File: config.mk
export PLATFORM = sky130hd
export DESIGN_NAME = acumulador_credito
export DESIGN_NICKNAME = d
export VERILOG_FILES = /design/src/rtl/acumulador_credito_pkg.sv /design/src/rtl/acumulador_credito.sv
export SDC_FILE = /design/constraint.sdc
export NUM_CORES = 1
export LEC_CHECK = 0
export CORE_UTILIZATION = 56
export DETAILED_ROUTE_END_ITERATION = 8
export GPL_TIMING_DRIVEN = 0
export PLACE_DENSITY = 0.86
export REMOVE_ABC_BUFFERS = 1
export SLEW_MARGIN = 40
export SYNTH_ARGS = -nofsm -noshare
export SYNTH_HDL_FRONTEND = slang
export SYNTH_SLANG_ARGS = --single-unit
File: constraint.sdc
create_clock -name clock -period 4.5 [get_ports clock]
set_clock_uncertainty 0.1 [all_clocks]
set_input_delay 0.9 -clock clock [delete_from_list [all_inputs] [get_ports clock]]
set_output_delay 0.9 -clock clock [all_outputs]
set_load 0.02 [all_outputs]
File: src/rtl/acumulador_credito_pkg.sv
// Shared definitions for the credit accumulator: FSM state encoding,
// legal banknote values and default sizing.
package acumulador_credito_pkg;

    // Default width of the credit and change registers.
    localparam int CREDIT_W_DEF   = 10;
    // Default ceiling on accumulated credit, in reais.
    localparam int MAX_CREDIT_DEF = 500;

    // FSM state encoding.
    localparam logic [1:0] ST_OCIOSO     = 2'd0;  // no credit held
    localparam logic [1:0] ST_ACUMULANDO = 2'd1;  // credit > 0
    localparam logic [1:0] ST_VENDA      = 2'd2;  // one-cycle transit after a sale with change
    localparam logic [1:0] ST_DEVOLVE    = 2'd3;  // change presented, waiting for dispenser ack

    // Note values produced by the upstream banknote decoder.
    localparam logic [7:0] NOTA_2   = 8'd2;
    localparam logic [7:0] NOTA_5   = 8'd5;
    localparam logic [7:0] NOTA_10  = 8'd10;
    localparam logic [7:0] NOTA_20  = 8'd20;
    localparam logic [7:0] NOTA_50  = 8'd50;
    localparam logic [7:0] NOTA_100 = 8'd100;
    localparam logic [7:0] NOTA_200 = 8'd200;

endpackage

File: src/rtl/acumulador_credito.sv
// Running credit accumulator for the vending path: adds decoded notes,
// settles purchases or cancels, and presents change to the dispenser
// with a valid/ack handshake. Every output comes straight from a flop.
module acumulador_credito
    import acumulador_credito_pkg::*;
#(
    parameter int CREDIT_W   = CREDIT_W_DEF,
    parameter int MAX_CREDIT = MAX_CREDIT_DEF
) (
    input  logic                clock,
    input  logic                reset_n,
    input  logic                nota_valida,
    input  logic [7:0]          valor_nota,
    input  logic                comprar,
    input  logic [7:0]          preco,
    input  logic                cancelar,
    input  logic                troco_ack,
    output logic [CREDIT_W-1:0] credito,
    output logic [CREDIT_W-1:0] troco,
    output logic                troco_valido,
    output logic                venda_ok,
    output logic                saldo_insuficiente,
    output logic                nota_rejeitada,
    output logic                ocupado
);

    // Ceiling expressed at the widened sum width so the compare never wraps.
    localparam logic [CREDIT_W:0] MAX_SOMA = (CREDIT_W+1)'(MAX_CREDIT);

    logic [1:0]          state_q, state_d;
    logic [CREDIT_W-1:0] credito_q, credito_d;
    logic [CREDIT_W-1:0] troco_q, troco_d;
    logic                troco_valido_q, troco_valido_d;
    logic                venda_ok_q, venda_ok_d;
    logic                saldo_insuf_q, saldo_insuf_d;
    logic                nota_rej_q, nota_rej_d;
    logic                ocupado_q, ocupado_d;

    logic [CREDIT_W:0]   soma;
    logic [CREDIT_W-1:0] preco_ext;
    logic [CREDIT_W-1:0] diferenca;

    assign soma      = {1'b0, credito_q} + (CREDIT_W+1)'(valor_nota);
    assign preco_ext = CREDIT_W'(preco);
    assign diferenca = credito_q - preco_ext;

    // Next-state and response decode; strobe priority is cancelar > comprar > nota_valida.
    always_comb begin
        // NOTE: every target gets a default first so no path leaves one unassigned (no latches).
        state_d        = state_q;
        credito_d      = credito_q;
        troco_d        = troco_q;
        troco_valido_d = troco_valido_q;
        venda_ok_d     = 1'b0;
        saldo_insuf_d  = 1'b0;
        nota_rej_d     = 1'b0;

        case (state_q)
            ST_OCIOSO, ST_ACUMULANDO: begin
                if (cancelar) begin
                    // A note arriving alongside a cancel is refused, even if there is nothing to refund.
                    nota_rej_d = nota_valida;
                    if (credito_q != '0) begin
                        troco_d        = credito_q;
                        credito_d      = '0;
                        troco_valido_d = 1'b1;
                        state_d        = ST_DEVOLVE;
                    end
                end else if (comprar) begin
                    nota_rej_d = nota_valida;
                    if (preco != '0 && credito_q >= preco_ext) begin
                        venda_ok_d = 1'b1;
                        troco_d    = diferenca;
                        credito_d  = '0;
                        // Exact payment skips the change handshake entirely.
                        state_d    = (diferenca != '0) ? ST_VENDA : ST_OCIOSO;
                    end else begin
                        saldo_insuf_d = 1'b1;
                    end
                end else if (nota_valida && valor_nota != '0) begin
                    if (soma > MAX_SOMA) begin
                        nota_rej_d = 1'b1;
                    end else begin
                        credito_d = soma[CREDIT_W-1:0];
                        state_d   = ST_ACUMULANDO;
                    end
                end
            end

            ST_VENDA: begin
                nota_rej_d     = nota_valida;
                troco_valido_d = 1'b1;
                state_d        = ST_DEVOLVE;
            end

            ST_DEVOLVE: begin
                nota_rej_d = nota_valida;
                if (troco_ack && troco_valido_q) begin
                    troco_valido_d = 1'b0;
                    troco_d        = '0;
                    state_d        = ST_OCIOSO;
                end
            end

            default: begin
                state_d = ST_OCIOSO;
            end
        endcase

        ocupado_d = (state_d == ST_VENDA) || (state_d == ST_DEVOLVE);
    end

    // State and output registers; reset discards any pending change.
    always_ff @(posedge clock or negedge reset_n) begin
        if (!reset_n) begin
            state_q        <= ST_OCIOSO;
            credito_q      <= '0;
            troco_q        <= '0;
            troco_valido_q <= 1'b0;
            venda_ok_q     <= 1'b0;
            saldo_insuf_q  <= 1'b0;
            nota_rej_q     <= 1'b0;
            ocupado_q      <= 1'b0;
        end else begin
            // NOTE: non-blocking assignments so all flops update from the same pre-edge values.
            state_q        <= state_d;
            credito_q      <= credito_d;
            troco_q        <= troco_d;
            troco_valido_q <= troco_valido_d;
            venda_ok_q     <= venda_ok_d;
            saldo_insuf_q  <= saldo_insuf_d;
            nota_rej_q     <= nota_rej_d;
            ocupado_q      <= ocupado_d;
        end
    end

    assign credito            = credito_q;
    assign troco              = troco_q;
    assign troco_valido       = troco_valido_q;
    assign venda_ok           = venda_ok_q;
    assign saldo_insuficiente = saldo_insuf_q;
    assign nota_rejeitada     = nota_rej_q;
    assign ocupado            = ocupado_q;

endmodule

=== After elaboration in Yosys (flattened, before gate mapping) ===
Index checks and enable logic that the tools add are counted.

* Bits in read-only memories: 0
* Logic and storage cells: 80
* Register bits after elaboration: 27
* Input bits: 22
* RAM bits: 0
* Latch bits: 0
* Memories kept: 0

* Order comparisons: 2
* Shift-type cells: 0
* Equality and inequality tests: 14
* Mux-type cells: 38
* $mul: 0
* Add/subtract/negate cells: 2
* Div/mod/pow operators: 0
* Reduce and logical (&&, ||, !) cells: 16
* Bitwise gates (word level): 0

{| class="wikitable"
|+ Operators with widths
! cell !! number
|-
| 2-to-1 mux 10 bit || 11
|-
| case mux 10 bit (2 select lines) || 1
|-
| nonzero test 10 bit || 2
|-
| 2-to-1 mux 2 bit || 8
|-
| nonzero test 8 bit || 2
|-
| 2-to-1 mux 1 bit || 15
|-
| != test 3 bit, second input constant || 4
|-
| adder 10 x 8 -> 11 bit || 1
|-
| greater-than comparator 11 x 9 -> 1 bit, second input constant || 1
|-
| >= comparator 10 x 8 -> 1 bit || 1
|-
| AND reduction 5 bit || 2
|-
| subtractor 10 x 8 -> 10 bit || 1
|-
| == test 2 bit, second input constant || 4
|-
| != test 2 bit, second input constant || 3
|-
| case mux 2 bit (3 select lines) || 1
|-
| OR reduction 2 bit || 2
|-
| logical AND 1 bit || 3
|-
| != test 3 x 1 -> 1 bit, second input constant || 1
|-
| case mux 1 bit (3 select lines) || 1
|-
| AND reduction 3 bit || 1
|-
| nonzero test 3 bit || 1
|-
| == test 2 x 1 -> 1 bit, second input constant || 1
|-
| logical NOT 2 bit || 1
|-
| != test 2 x 1 -> 1 bit, second input constant || 1
|-
| 3 further kinds || 3
|}

=== Depth between registers and ports, before layout ===
Gate-level depths: netlist of the first run.

* Word-level depth: 9
* Gate-level depth with buffers: 11

=== Worst setup path before layout of the first run ===
OpenSTA, ideal clock, no wires.

* Path type: input port to flip-flop
* From: in valor_nota[0]
* To: reg credito_q[8] (netlist: credito[8])
* Stages on the path: 9
* Setup slack: 1.295 ns
* Path buffers: 0
* Data required time: 4.280 ns
* Arrival: 2.985 ns
* Path through: ha_1 > fa_1 > a21oi_1 > nor2_1 > a211oi_1 > o2bb2ai_1 > nand4_2 > a221o_1 > a31o_1

* Longest elaborated chain between the ends: 5
* Elaborated cells on any way between the ends: 11

{| class="wikitable"
|+ Ends and longest elaborated chain
! what !! line !! text
|-
| start: declaration || acumulador_credito.sv:13 || <nowiki>input logic [7:0] valor_nota,</nowiki>
|-
| branches (longest 5 deep; another with adder 10 x 8 -> 11 bit) || - ||
|-
| end signal: assignment || acumulador_credito.sv:127 || <nowiki>credito_q <= credito_d;</nowiki>
|-
| end: declaration || acumulador_credito.sv:31 || <nowiki>logic [CREDIT_W-1:0] credito_q, credito_d;</nowiki>
|}

Parallel ways; which one is timed is not known. The select of a mux whose other input is x is not followed.
A chain may end at the register's enable or synchronous reset.

=== Final worst setup path of the first run ===
* From: in valor_nota[0]
* To: reg state_q[0]

* Longest elaborated chain between the ends: 7
* Elaborated cells on any way between the ends: 9

{| class="wikitable"
|+ Ends and longest elaborated chain
! what !! line !! text
|-
| adder 10 x 8 -> 11 bit || acumulador_credito.sv:43 || <nowiki>assign soma = {1'b0, credito_q} + (CREDIT_W+1)'(valor_nota);</nowiki>
|-
| greater-than comparator 11 x 9 -> 1 bit || acumulador_credito.sv:81 || <nowiki>if (soma > MAX_SOMA) begin</nowiki>
|-
| 2-to-1 mux 2 bit || acumulador_credito.sv:81 ||
|-
| 2-to-1 mux 2 bit * || acumulador_credito.sv:80 || <nowiki>end else if (nota_valida && valor_nota != '0) begin</nowiki>
|-
| 2-to-1 mux 2 bit * || acumulador_credito.sv:69 || <nowiki>end else if (comprar) begin</nowiki>
|-
| 2-to-1 mux 2 bit * || acumulador_credito.sv:60 || <nowiki>if (cancelar) begin</nowiki>
|-
| case mux 2 bit (3 select lines) * || acumulador_credito.sv:58 || <nowiki>case (state_q)</nowiki>
|-
| via state_d[0] || acumulador_credito.sv:30 || <nowiki>logic [1:0] state_q, state_d;</nowiki>
|-
| end signal: assignment || acumulador_credito.sv:126 || <nowiki>state_q <= state_d;</nowiki>
|-
| end: declaration || acumulador_credito.sv:30 ||
|}

Mark *: on every way through the listed nets, which the timed path passes. The rest lies on a longest branch.

==> summary.md, run 1 <==
| Metric | Value |
|---|---|
| FFs w/ async S/R, synth | 1.00 |
| Num CTS Buffers | 3 |
| H-tree depth | 1 |
| Critical path buffers and inverters | 1 |
| Distinct cells, synth | 63 |
| Critical Path Fanout Max | 4 |
| Synth area leaders | dfrtp_1, ha_1, nand2_1 |
| Crit Path Category | input pin to flop |
| Worst r2r path cells | 9 |
| Total track usage | 0.310 |
| CP peak stage delay | 0.49 ns |
| Worst-Margin Slew | just over 0.7 ns |
| Static leakage | 1.19 nW |
| GRT overflow | 0 |
| Total setup buffers inserted after CTS | 0 |
| Placed instance area | 0.00277 mm² |
| Core Box Area | 0.00380 mm² |
| Largest net degree at the start of global routing | 28 |
| First-pass GRT wire length | 10.1 mm |
| Commonest register cell after synthesis | dfrtp_1 |
| Hold Path Class | flop to flop |
| Antenna diodes | 0 |
| Peak Freq | 0.253 GHz |
| Starting DRT DRC Count | about 290 |
| Via density | ~6.5 |
| Commonest cells after routing, fill and taps aside | clkdlybuf4s50_1, nand2_1, dfrtp_1 |
| EDFF count, synth | 0 |
| WL/cell | about 18 µm |
| Total number of yosys warnings | 0 |
| Clock Path Buffers | 2 |
| I/O pin total | 47 |
| Fin Setup TNS | 0 ns |
| Post-synthesis mux area share | 0.0130 |
| Drc violations | 0 |
| Estimated wirelength of the detail-placed design | 4.83 mm |
| Yosys top cell by area | dfrtp_1 |
| Maxcap violations | 0 |
| Clk Latency, worst-skew pair | 0.27 ns |
| Post-route ant nets | 0 |
| CP dominant cell by count | a211oi_1 |
| CP Capture Type | flop |
| Dpl cells | 356 |
| Clock-pin slew on the worst setup and hold paths | 0.09 ns |
| CP Launch Type | input pin |
| Top delay family on crit path | compound AO/OA/AOI/OAI gates |
| #FFs+latches synth | 27 |
| I/O Buffers | 46 |
| Simple logic cell fraction of the synthesized area | 0.211 |
| Drt pass-1 iters | 7 |
| CP Cell Sequence | clkdlybuf4s50_1, ha_1, fa_1, a21oi_1, nor2_1, a211oi_1, xnor2_1, a41oi_1, o32ai_1, a211oi_1 |
| Commonest non-fill, non-tap cell in the layout | clkdlybuf4s50_1 |
| Initial antenna violation count | 0 |
| Final period util | 0.878 |
| PD cells | between 500 and 600 mW/mm² |
| Vias | 2330 |
| CTS root buf | clkbuf_8 |
| Synth Area in Compound Gates | 0.280 |
| FP Rows | 22 |
| XOR/XNOR Fraction of Synth Area | 0.0456 |
| Largest family of logic cells by synthesized area | compound AO/OA/AOI/OAI gates |
| Clock sink count | 27 |
| CTS tree | done |
| Drt total wl | approximately 6.4 mm |
| Hold endpoint | troco[0] |
| Cts hold-fix bufs | 0 |
| Die W | 66.2 µm |
| Vias in the first global route | about 2100 |
| Final setup vio count | 0 |
| Nets@finish | 353 |
| Fraction of the yosys area taken by sequential cells | 0.293 |
| R2r setup slk | between 1 and 1.5 ns |
| Fin cells | 360 |
| Share of cells above drive strength 1 | 0.0641 |
| Status | completed |
| RSZ-0062 raised after global routing | false |
| Hold path start | troco[0] |
| Initial core utilization | 0.607 |
| Worst Path Arrival | 3.99 ns |
| Post-synthesis adder-cell area fraction | 0.104 |
| R2R Path End | state_q[0] |
| PostCTS Resize Cnt | 0 |
| Post-route cell area | ~0.0028 mm² |
| Worst path slowest cell | o32ai_1 |
| Max_slew headroom | 0.517 |
| Die span in y | 66.2 µm |
| Mapped Cells | 274 |
| WHS Path Cells | 2 |
| Critical R2R Launch | credito[0] |
| Fin. max-slew vios | 0 |
| Worst IR drop on VDD | about 320 µV |
| Mapped Area | 0.00231 mm² |
| Synthesized area per cell | 8.42 µm² |
| Final min period | 3.95 ns |
| Die area | ~0.0044 mm² |
| Top-area cell type share of the netlist area | 0.293 |
| Syn-to-layout area delta | 21.9% |
| Final hold vios | 0 |
| Worst Path Required | 4.54 ns |
| RePlAce Congestion | ~0.94 |
final cells by class:
type	instances	area [µm²]
inverters	18	67.6
flip-flops and latches	27	676
multi-input cells	217	1510
clock buffers	4	45.0
repair buffers	46	455
well taps	48	60.1
fillers	311	987
sequential cells by signal, indices dropped and copies added, names as in the netlist:
| register | count |
|---|---|
| saldo_insuficiente | 1 |
| venda_ok | 1 |
| nota_rejeitada | 1 |
| ocupado | 1 |
| troco_valido | 1 |
| credito | 10 |
| state_q | 2 |
| troco | 10 |
report_power, final:
part           switching [mW]  internal (mW)  total [mW]
Combinational           0.618          0.432        1.05
Clock                  0.0730         0.0634       0.136
Sequential              0.103          0.316       0.419
metal layers:
metal	wire length, µm	GRT usage	up-vias
li1	-	-	1099
met1	2760	0.439	1068
met2	2810	0.472	137
met3	552	0.0431	26
met4	233	0.122	0
met5	0	0	-
kinds of logic after synthesis:
| kind of cell | count (synthesis) |
|---|---|
| AO/OA/AOI/OAI | 88 |
| XOR/XNOR | 12 |
| adder cells (fa/ha/maj) | 18 |
| AND/OR/NAND/NOR | 96 |
| multiplexers | 3 |
| buffers and inverters | 30 |
| flip-flops | 27 |
metrics by stage:
stage | setup WS (ns) | hold slack [ns] | power [mW] | utilization
finish | 0.550 | 0.395 | 1.61 | 0.740
floorplan | 1.29 | 0.480 | 1.10 | -
global route | 0.476 | 0.409 | 1.71 | 0.740
CTS | 0.643 | 0.393 | 1.59 | 0.740
detailed placement | 0.502 | 0.373 | 1.44 | 0.728
global placement | 0.543 | 0.360 | 1.41 | 0.730
worst max path at each step:
stage	startpoint	slack, ns	endpoint	cells past startpoint
final	valor_nota[0]	0.55	state_q[0]	10
after global routing	valor_nota[0]	0.48	state_q[0]	10
after CTS	valor_nota[0]	0.64	state_q[0]	10
after detailed placement	valor_nota[0]	0.50	credito[8]	10
after global placement	valor_nota[0]	0.54	credito[8]	10
after floorplan	valor_nota[0]	1.29	credito[8]	9
tightest hold or removal path, cell delays in order, from the launching register on:
cell     delay (ns)
dfrtp_1        0.36
nand2_1        0.05
o31ai_1        0.05
cells in the mapped netlist, drive strengths merged, types with 4 or more instances:
library cell	count
nor2	20
o22ai	6
nor4	7
buf	4
o211ai	5
nand3	7
nand4	8
xnor2	10
a21boi	4
o21bai	4
ha	16
nand2	31
dfrtp	27
clkbuf	8
a21o	5
nor3	7
a21oi	12
inv	18
a211oi	6
o21ai	19
o31ai	6
No activity file was read; power rests on OpenSTA's default activity.
==> run 2, diff against run 1 <==
TNS_END_PERCENT = 10   (was unset)
==> results of run 2 <==
Final layout, timing and power as in run 1 (identical DEF).
==> run 3, diff against run 2 <==
CAP_MARGIN = 20   (was unset)
REMOVE_ABC_BUFFERS = unset   (was 1)
==> run 3 against run 2 <==
Compared with the run above:
- worst hold slack worse by 0.010 ns
- total power rose by 0.80%
- routed wire length down 5.8%
- register-to-register slack gained 0.13 ns
- global-route usage down 1.2 points
- count of clock-buffer cells in the layout shrank 1
- first-iteration DRC count shrank 0.70%
- critical endpoint is now troco[3]
- largest power group unchanged
==> summary.md, run 3 (synthesis results as in run 1) <==
| Metric | Value |
|---|---|
| Fin Setup TNS | 0 ns |
| CTS tree | done |
| Initial core utilization | 0.607 |
| Final setup vio count | 0 |
| PostCTS Resize Cnt | 0 |
| Die area | between 0.004 and 0.005 mm² |
| Share of cells above drive strength 1 | 0.0741 |
| Commonest cells after routing, fill and taps aside | clkdlybuf4s50_1, nand2_1, dfrtp_1 |
| I/O pin total | 47 |
| PD cells | 564 mW/mm² |
| Vias | 2390 |
| WL/cell | 16.1 µm |
| Vias in the first global route | 2125 |
| Total setup buffers inserted after CTS | 0 |
| Final min period | 3.73 ns |
| Worst r2r path cells | 11 |
| Top delay family on crit path | compound AO/OA/AOI/OAI gates |
| Antenna diodes | 0 |
| H-tree depth | 1 |
| Syn Nets | 314 |
| Worst Path Arrival | 3.77 ns |
| Worst Path Required | 4.54 ns |
| Drt pass-1 iters | 5 |
| CP peak stage delay | 0.47 ns |
| Initial antenna violation count | 0 |
| Starting DRT DRC Count | 285 |
| Estimated wirelength of the detail-placed design | 4.79 mm |
| Static leakage | 1.22 nW |
| CP Launch Type | input pin |
| I/O Buffers | between 40 and 50 |
| Worst-Margin Slew | 0.644 ns |
| Num CTS Buffers | 3 |
| Worst path slowest cell | a31oi_1 |
| R2r setup slk | 1.33 ns |
| Multi-input combinational cell area | approximately 0.0015 mm² |
| Die span in y | approximately 66 µm |
| Clock sink count | 27 |
| Hold endpoint | troco[8] |
| Filler cells | 308 |
| Commonest non-fill, non-tap cell in the layout | clkdlybuf4s50_1 |
| Syn-to-layout area delta | 24.5% |
| Drc violations | 0 |
| Place WS | 0.523 ns |
| CTS root buf | clkbuf_8 |
| WHS Path Cells | 2 |
| Critical R2R Launch | credito[0] |
| Core Box Area | approximately 0.0038 mm² |
| Status | completed |
| Via density | roughly 6.4 |
| Maxcap violations | 0 |
| Critical path buffers and inverters | 2 |
| RePlAce Congestion | 0.947 |
| Final period util | 0.828 |
| Max_slew headroom | 0.567 |
| Worst IR drop on VDD | 334 µV |
| Fin. max-slew vios | 0 |
| RSZ-0062 raised after global routing | false |
| Final WS setup | 0.773 ns |
| Critical Path Fanout Max | 10 |
| FP Rows | 22 |
| Total track usage | 0.298 |
| Drt total wl | between 5 and 6 mm |
| Post-route ant nets | 0 |
| CP Cell Sequence | clkdlybuf4s50_1, ha_1, fa_1, nor2b_1, o21ai_0, a31o_2, a31oi_1, o22ai_2, clkbuf_1, nand2_1, o21ai_0 |
| Hold Path Class | flop to flop |
| Crit Path Category | input pin to flop |
| Clock-pin slew on the worst setup and hold paths | 0.10 ns |
| Largest net degree at the start of global routing | 28 |
| Reg area | 676 µm² |
| First-pass GRT wire length | 10.0 mm |
| Hold path start | troco[8] |
| Cts hold-fix bufs | 0 |
| CP Capture Type | flop |
| Clock Path Buffers | 2 |
| GRT overflow | 0 |
| Die W | 66.2 µm |
| Nets@finish | 365 |
| Clk Latency, worst-skew pair | about 0.27 ns |
| Final hold vios | 0 |
| Peak Freq | around 0.27 GHz |
| CP dominant cell by count | o21ai_0 |
| R2R Path End | troco[3] |
-- run 3: where the power goes --
| group | total (mW) | switching (mW) | internal, mW |
|---|---|---|---|
| logic | 1.08 | 0.631 | 0.447 |
| clock network | 0.143 | 0.0798 | 0.0629 |
| registers | 0.397 | 0.0813 | 0.316 |
-- run 3: area by class of cell --
class | count | area share
plain buffers | 12 | 0.0192
clock buffers | 3 | 0.0144
clock inverters | 1 | 0.00262
inverters | 18 | 0.0235
multi-input cells | 217 | 0.525
flip-flops and latches | 27 | 0.235
well taps | 48 | 0.0209
repair buffers | 46 | 0.159
-- run 3: through the flow --
| step | util | cells | hold slack, ns | instance area [µm²] | power (mW) |
|---|---|---|---|---|---|
| floorplan | - | 274 | 0.480 | 2310 | 1.13 |
| global placement | 0.744 | 368 | 0.361 | 2830 | 1.43 |
| detailed placement | 0.743 | 368 | 0.368 | 2820 | 1.46 |
| CTS | 0.756 | 372 | 0.390 | 2870 | 1.61 |
| global route | 0.756 | 372 | 0.403 | 2870 | 1.74 |
| finish | 0.756 | 372 | 0.385 | 2870 | 1.62 |
-- run 3: worst min-delay path, cell delays in order, from the launching register on --
cell	delay (ns)
dfrtp_1	0.35
nand2_1	0.05
o31ai_1	0.05
-- run 3: how the worst max path moves through the flow --
stage | from | end | slack (ns) | depth (start not counted)
2_1_floorplan | valor_nota[0] | credito[8] | 1.30 | 9
3_3_place_gp | valor_nota[0] | credito[8] | 0.55 | 10
3_5_place_dp | valor_nota[0] | credito[8] | 0.52 | 10
4_1_cts | preco[0] | troco[3] | 0.81 | 11
5_1_grt | preco[0] | troco[3] | 0.58 | 11
6_report | preco[0] | troco[3] | 0.77 | 11
-- run 3: metal layers --
layer	vias up	wire length (µm)	global-route usage	share of wire
met5	-	0	0	0
met1	1132	2790	0.446	0.47
met4	0	53	0.0426	0.0089
met2	120	2670	0.464	0.45
met3	9	469	0.0379	0.078
li1	1129	-	-	-
